`src/rtl/shift_rr_sched.sv`:
```
// +----------------------------------------------------------------------------+
// | shift_rr_sched: two-requester round-robin scheduler for a 4-bit serial     |
// | logical right shifter.                                Revision: 1.0        |
// +----------------------------------------------------------------------------+
`default_nettype none

module shift_rr_sched (
  input  logic       clk,
  input  logic       rst,
  input  logic       req0_valid,
  input  logic [3:0] req0_a,
  input  logic [3:0] req0_b,
  output logic       req0_ready,
  input  logic       req1_valid,
  input  logic [3:0] req1_a,
  input  logic [3:0] req1_b,
  output logic       req1_ready,
  output logic       res_valid,
  output logic [3:0] res_data,
  output logic       res_id,
  input  logic       res_ready,
  output logic       busy
);

  localparam logic [1:0] c_IDLE  = 2'd0;
  localparam logic [1:0] c_SHIFT = 2'd1;
  localparam logic [1:0] c_DONE  = 2'd2;

  logic [1:0] r_state;
  logic       r_rr;
  logic [2:0] r_cnt;
  logic [3:0] r_data;
  logic       r_id;

  logic       w_grant;
  logic       w_gnt_id;
  logic [3:0] w_gnt_a;
  logic [3:0] w_gnt_b;

  // Both pending: the round-robin pointer decides; otherwise the lone requester wins.
  always_comb begin
    w_grant  = (r_state == c_IDLE) && (req0_valid || req1_valid);
    w_gnt_id = (req0_valid && req1_valid) ? r_rr : req1_valid;
    w_gnt_a  = w_gnt_id ? req1_a : req0_a;
    w_gnt_b  = w_gnt_id ? req1_b : req0_b;
  end

  assign req0_ready = w_grant && !w_gnt_id;
  assign req1_ready = w_grant &&  w_gnt_id;

  always_ff @(posedge clk) begin
    if (rst) begin
      r_state <= c_IDLE;
      r_rr    <= 1'b0;
      r_cnt   <= 3'd0;
      r_data  <= 4'd0;
      r_id    <= 1'b0;
    end else begin
      case (r_state)
        c_IDLE: begin
          if (w_grant) begin
            r_data  <= w_gnt_a;
            r_id    <= w_gnt_id;
            // Four shifts already clear a 4-bit operand, so larger amounts saturate.
            r_cnt   <= (w_gnt_b >= 4'd4) ? 3'd4 : w_gnt_b[2:0];
            r_state <= (w_gnt_b == 4'd0) ? c_DONE : c_SHIFT;
          end
        end
        c_SHIFT: begin
          r_data <= {1'b0, r_data[3:1]};
          r_cnt  <= r_cnt - 3'd1;
          if (r_cnt == 3'd1) begin
            r_state <= c_DONE;
          end
        end
        c_DONE: begin
          if (res_ready) begin
            r_state <= c_IDLE;
            r_rr    <= ~r_id;
          end
        end
        default: r_state <= c_IDLE;
      endcase
    end
  end

  assign res_valid = (r_state == c_DONE);
  assign res_data  = r_data;
  assign res_id    = r_id;
  assign busy      = (r_state != c_IDLE);

endmodule

`default_nettype wire

```
`config.mk`:
```
export PLATFORM = sky130hd
export DESIGN_NAME = shift_rr_sched
export DESIGN_NICKNAME = d
export VERILOG_FILES = /design/src/rtl/shift_rr_sched.sv
export SDC_FILE = /design/constraint.sdc
export NUM_CORES = 1
export LEC_CHECK = 0
export CAP_MARGIN = 10
export CORE_MARGIN = 5
export CORE_UTILIZATION = 41
export CTS_BUF_LIST = sky130_fd_sc_hd__clkbuf_8
export CTS_CLUSTER_SIZE = 30
export DETAILED_ROUTE_END_ITERATION = 10
export PLACE_DENSITY = 0.79
export RECOVER_POWER = 50
export SLEW_MARGIN = 20
export SYNTH_ARGS = -nofsm -noshare
export SYNTH_HDL_FRONTEND = slang
export SYNTH_SLANG_ARGS = --single-unit
```
`constraint.sdc`:
```
create_clock -name clk -period 1.57 [get_ports clk]
set_input_delay 0.2355 -clock clk [delete_from_list [all_inputs] [get_ports clk]]
set_output_delay 0.2355 -clock clk [all_outputs]
set_load 0.02 [all_outputs]
```
# Word level (Yosys, flattened, before mapping)
# Cells that the tools add are included.
[classes]
add_sub_neg = 1
order_cmp = 1
n_eq_ne = 6
n_mux = 13
n_bitwise = 1
reduce_logical = 14
[ops]
columns = ["operator", "count"]
rows = [
  ["two-way mux 4 bit", 3],
  ["two-way mux 2 bit", 4],
  ["one-hot mux 4 bit (2 select lines)", 1],
  ["two-way mux 3 bit", 2],
  ["one-hot mux 2 bit (3 select lines)", 1],
  ["one-hot mux 3 bit (2 select lines)", 1],
  ["AND reduction 2 bit", 3],
  ["greater-or-equal comparator 4 x 3 -> 1 bit, second input constant", 1],
  ["logical AND 1 bit", 4],
  ["zero test 4 bit", 1],
  ["inequality test 2 bit, second input constant", 2],
  ["nonzero test 2 bit", 2],
  ["== test 3 x 1 -> 1 bit, second input constant", 1],
  ["AND reduction 3 bit", 1],
  ["subtractor 3 x 1 -> 3 bit, second input constant", 1],
  ["== test 2 x 1 -> 1 bit, second input constant", 1],
  ["== test 2 bit, second input constant", 1],
  ["zero test 2 bit", 1],
  ["inequality test 2 x 1 -> 1 bit, second input constant", 1],
  ["zero test 1 bit", 1],
  ["logical OR 1 bit", 1],
  ["two-way mux 1 bit", 1],
  ["NOT 1 bit", 1],
]
[word_totals]
reg_bits = 11
input_bits = 21
output_inout_bits = 9
wordCells = 41

# Longest topological paths before layout
[logic_depth]
word_depth = 7
ltp_mapped = 5
ltp_nobuf = 5

# Least setup slack after synthesis
# No wires, ideal clock.
[synth_path]
kind = "register to output"
from = "reg r_rr"
to = "out req1_ready"
arrival_ns = 1.102
required_time_ns = 1.334
setup_slack_ns = 0.233
path_stages_with_launch = 5
n_path_buf = 1
cell_sequence = "dfxtp_1 nand2b_2 buf_2 nand2_1 nor2_1"
[synth_between]
elab_chain_cells = 2
[synth_lines]
columns = ["element", "line", "rtl"]
rows = [
  ["from (decl)", "30", "logic r_rr;"],
  ["from (signal assigned)", "79", "r_rr <= ~r_id;"],
  ["two-way mux 1 bit", "43", "w_gnt_id = (req0_valid && req1_valid) ? r_rr : req1_valid;"],
  ["logical AND 1 bit", "49", "assign req1_ready = w_grant && w_gnt_id;"],
  ["to (decl)", "17", "output logic req1_ready,"],
]
# No other way between the ends.

# Worst setup path in the final report
[layout_path]
from = "reg r_data[3], in the netlist res_data[3]"
to = "out res_data[3]"
[layout_lines]
columns = ["element", "line", "rtl"]
rows = [
  ["from (decl)", "32", "logic [3:0] r_data;"],
  ["from (signal assigned)", "62", "r_data <= w_gnt_a;"],
  ["from (signal assigned)", "70", "r_data <= {1'b0, r_data[3:1]};"],
  ["to (decl)", "19", "output logic [3:0] res_data,"],
]
# No word-level cell between the ends.

==> metrics.txt <==
# TYPE chip_impl_metric gauge
chip_impl_info{name="grt_setup_unrepaired",value="false"} 1
chip_impl_metric{name="clk_pin_slew_worst_paths",unit="ns"} 0.05
chip_impl_metric{name="power.total",unit="mW"} 1.12
chip_impl_metric{name="post-route-drc-count",unit=""} 0
chip_impl_metric{name="muxShareOfSynthArea",unit="%"} 4.38
chip_impl_metric{name="synth.distinct_cells",unit=""} 31
chip_impl_metric{name="io-pin-count",unit=""} 30
chip_impl_metric{name="synth.net_count",unit=""} 101
chip_impl_metric{name="grt_first_pass_wirelength",unit="microns"} 3490
chip_impl_metric{name="pin_count_of_the_biggest_net_entering_global_routing",unit=""} 14
chip_impl_metric{name="drtIter0Drc",unit=""} 14
chip_impl_metric{name="ant_diodes",unit=""} 0
chip_impl_info{name="worstSetupStartpointType",value="register"} 1
chip_impl_metric{name="cp_num_buf_inv",unit=""} 1
chip_impl_metric{name="syn_avg_cell_area",unit="sq um"} 8.79
chip_impl_metric{name="ctsHoldBuffers",unit=""} 0
chip_impl_metric{name="port_buffers",unit=""} 29
chip_impl_metric{name="final-setup-viol-count",unit=""} 0
chip_impl_info{name="worst_setup_path_end_kind",value="output pin"} 1
chip_impl_info{name="setup.worst_path.class",value="reg2out"} 1
chip_impl_metric{name="worstRegToRegCells",unit=""} 5
chip_impl_metric{name="dr_total_vias",unit=""} 779
chip_impl_metric{name="fp.dieW",unit="microns"} 50.9
chip_impl_metric{name="critPathArrivalTime",unit="ns"} 1.28
chip_impl_metric{name="final_hold_viol_count",unit=""} 0
chip_impl_metric{name="cts_made_buffers",unit=""} 3
chip_impl_metric{name="groute.usage.overall",unit="%"} 17.9
chip_impl_metric{name="crit_fanout",unit=""} 3
chip_impl_metric{name="worst_ir_drop_vdd",unit="mV"} 0.728
chip_impl_info{name="status",value="completed"} 1
chip_impl_metric{name="fin_setup_tns",unit="ns"} 0
chip_impl_metric{name="post_drt_wl_per_cell",unit="microns"} 15.7
chip_impl_metric{name="global_route.overflow_total",unit=""} 0
chip_impl_metric{name="final_period_minus_worst_setup_slack",unit="ns"} 1.52
chip_impl_metric{name="post-route-period-util",unit="%"} 96.6
chip_impl_metric{name="compound_gate_portion_of_the_synthesized_area",unit="%"} 38.3
chip_impl_metric{name="syn2layout_area_growth",unit="%"} 65.1
chip_impl_metric{name="crit_cells",unit=""} 1
chip_impl_metric{name="timing_worst_slew_pin_value",unit="ns"} 0.367
chip_impl_metric{name="power-per-cell-area",unit="nW/um^2"} 990
chip_impl_metric{name="yosysWarnings",unit=""} 0
chip_impl_metric{name="post_cts_buffers",unit=""} 0
chip_impl_info{name="class_of_the_tightest_hold_or_removal_check",value="reg2reg"} 1
chip_impl_metric{name="core_area",unit="sq um"} 1540
chip_impl_metric{name="die_height",unit="microns"} 50.9
chip_impl_metric{name="antenna_left",unit=""} 0
chip_impl_metric{name="weighted_congestion_at_the_end_of_routability_driven_global_placement",unit=""} 0.776
chip_impl_metric{name="grt_pass1_vias",unit=""} 753
chip_impl_info{name="cts_tree",value="built"} 1
chip_impl_metric{name="clock_sinks",unit=""} 11
chip_impl_metric{name="syn_area",unit="sq um"} 686
chip_impl_metric{name="max-clock-path-buffers",unit=""} 2
chip_impl_info{name="clockRootBuffer",value="clkbuf_8"} 1
chip_impl_metric{name="max_clock_freq",unit="MHz"} 660
chip_impl_info{name="critPathTopFamily",value="buffers and inverters"} 1
chip_impl_metric{name="worstSkewPairLatency",unit="ns"} 0.24
chip_impl_metric{name="hold_path_depth",unit=""} 1
chip_impl_metric{name="post_dr_vias_cell",unit=""} 5.64
chip_impl_metric{name="row_count",unit=""} 14
chip_impl_metric{name="yosys.area_share.simple",unit="%"} 17.3
chip_impl_metric{name="fin_worst_skew",unit="ns"} 0.00133
chip_impl_metric{name="portion_of_the_post_synthesis_area_used_by_sequential_elements",unit="%"} 32.1
chip_impl_metric{name="detail_route.wirelength",unit="microns"} 2170
chip_impl_metric{name="worst_ep_required_time",unit="ns"} 1.33
chip_impl_metric{name="cts_htree_levels",unit=""} 1
chip_impl_metric{name="first_pass_iters",unit=""} 4
chip_impl_metric{name="number_of_synthesized_register_bits",unit=""} 11
chip_impl_info{name="crit_path_cell_trace",value="dlygate4sd3_1"} 1
chip_impl_metric{name="drive_gt1_share",unit="%"} 22.1
chip_impl_info{name="worst_path_max_delay_cell",value="dlygate4sd3_1"} 1
chip_impl_metric{name="initial_utilization",unit="%"} 44.5
chip_impl_metric{name="final.fill_count",unit=""} 121
chip_impl_info{name="largest_family_of_logic_cells_by_synthesized_area",value="compound AO/OA/AOI/OAI gates"} 1
chip_impl_metric{name="antenna_found_initial",unit=""} 0
chip_impl_metric{name="floorplan.die_area",unit="sq um"} 2590
chip_impl_metric{name="worst_slew_margin_rel",unit="%"} 75.3
chip_impl_metric{name="final-max-slew-violation-count",unit=""} 0
chip_impl_metric{name="yosys.area_share.adder",unit="%"} 3.65
chip_impl_metric{name="post_synth_inst_count",unit=""} 78
chip_impl_metric{name="layout.nets",unit=""} 146
chip_impl_metric{name="detailed_place_hpwl",unit="microns"} 1730
chip_impl_metric{name="yosys.area_share.xor_xnor",unit="%"} 0
chip_impl_metric{name="timing.max_cap.violations",unit=""} 0
chip_impl_metric{name="cellLeakagePower",unit="nW"} 0.494
chip_impl_metric{name="max_stage_delay",unit="ns"} 0.69
## kinds of logic (layout without fill, tap and decap cells)
logic type | after synthesis | count (layout)
AO/OA/AOI/OAI | 35 | 35
AND/OR/NAND/NOR | 20 | 20
flip-flops | 11 | 11
buffers and inverters | 7 | 51
multiplexers | 3 | 3
adder cells (fa/ha/maj) | 2 | 2
## synth_stat cells
master      n  share of area [%]
ha_1        2                3.6
nor4_1      1               0.91
a311oi_1    1                1.3
o21ai_1     2                1.5
a2111oi_4   1                4.0
nand2b_2    1                1.3
inv_1       5                2.7
and4_4      1                1.6
and3_1      3                2.7
nor2_1      5                2.7
and2b_4     1                1.5
nor3_1      1               0.73
a2bb2oi_1   1                1.3
or4_1       1                1.1
a41o_1      1                1.5
nor3b_1     1                1.1
a21oi_1    10                7.3
nand2b_1    1               0.91
and2b_1     1                1.1
dfxtp_1    11                 32
a21boi_0    3                3.3
a21oi_2     1                1.3
o22ai_1     2                1.8
buf_2       2                1.5
o21a_1      1                1.1
o221ai_1    3                3.8
mux2i_1     3                4.4
nand2_1     3                1.6
o21ai_0     5                3.6
a221oi_2    1                2.2
a311o_1     3                4.4
## through the flow
stage	hold slack (ns)	worst slack, ns	util, %	std cells	area [sq um]
global placement	0.468	-0.275	70.3	134	1080
CTS	0.483	0.00320	73.4	138	1130
detailed placement	0.480	-0.323	70.3	134	1080
global route	0.507	0.0158	73.5	138	1130
floorplan	0.302	0.233	-	78	686
finish	0.481	0.0540	73.5	138	1130
## repair_timing
item | 4_1_cts | 5_1_grt
pin swaps | 1 | 2
resized for setup | 9 | 9
setup endpoints to repair | 10 | 10
## final timing paths
path / startpoint / endpoint / slack (ns)
max: res_data[3]$_SDFFE_PP0P_ / res_data[3] / 0.05
min: res_id$_SDFFE_PP0P_ / r_rr$_SDFFE_PP0P_ / 0.48
max reg2reg: r_state[1]$_SDFFE_PP0P_ / r_cnt[2]$_SDFFE_PP0P_ / 0.07
min reg2reg: res_id$_SDFFE_PP0P_ / r_rr$_SDFFE_PP0P_ / 0.48
## per-layer routing
metal  track usage (%)  part of all wire (%)  up-vias
li1                  -                     -      390
met1              22.4                    45      362
met2              26.4                    46       21
met3              5.23                   5.9        6
met4              11.5                   2.8        0
met5                 0                     0        -
## power by group
part / internal, mW / switching (mW) / total [mW]
sequential: 0.326 / 0.0284 / 0.354
combinational: 0.235 / 0.248 / 0.483
clock: 0.172 / 0.111 / 0.283
total: 0.733 / 0.388 / 1.12
## area by class of cell
class | instances | area (sq um) | area share (%)
clock buffers | 3 | 41.3 | 3.65
inverters | 5 | 18.8 | 1.66
multi-input cells | 60 | 452 | 39.9
clock inverters | 1 | 3.75 | 0.331
well taps | 16 | 20.0 | 1.77
flip-flops and latches | 11 | 220 | 19.4
repair buffers | 42 | 377 | 33.3
## sequential cells by signal, summed over array words and instances, names as in the netlist
register	count
res_data	4
res_id	1
r_cnt	3
r_rr	1
r_state	2
## cell usage in the layout (no fill, tap or decap), types with 2 or more instances in the layout
cell,Yosys,final
a21oi_1,10,10
clkbuf_8,0,3
o21ai_0,5,5
ha_1,2,2
buf_4,0,12
o221ai_1,3,3
a21boi_0,3,3
nor2_1,5,3
and3_1,3,3
o21ai_1,2,2
nand2_1,3,3
dlygate4sd3_1,0,3
clkdlybuf4s50_1,0,21
o22ai_1,2,2
mux2i_1,3,3
inv_1,5,6
dfxtp_1,11,11
a311o_1,3,3
Power figures use the tool's default switching activity.
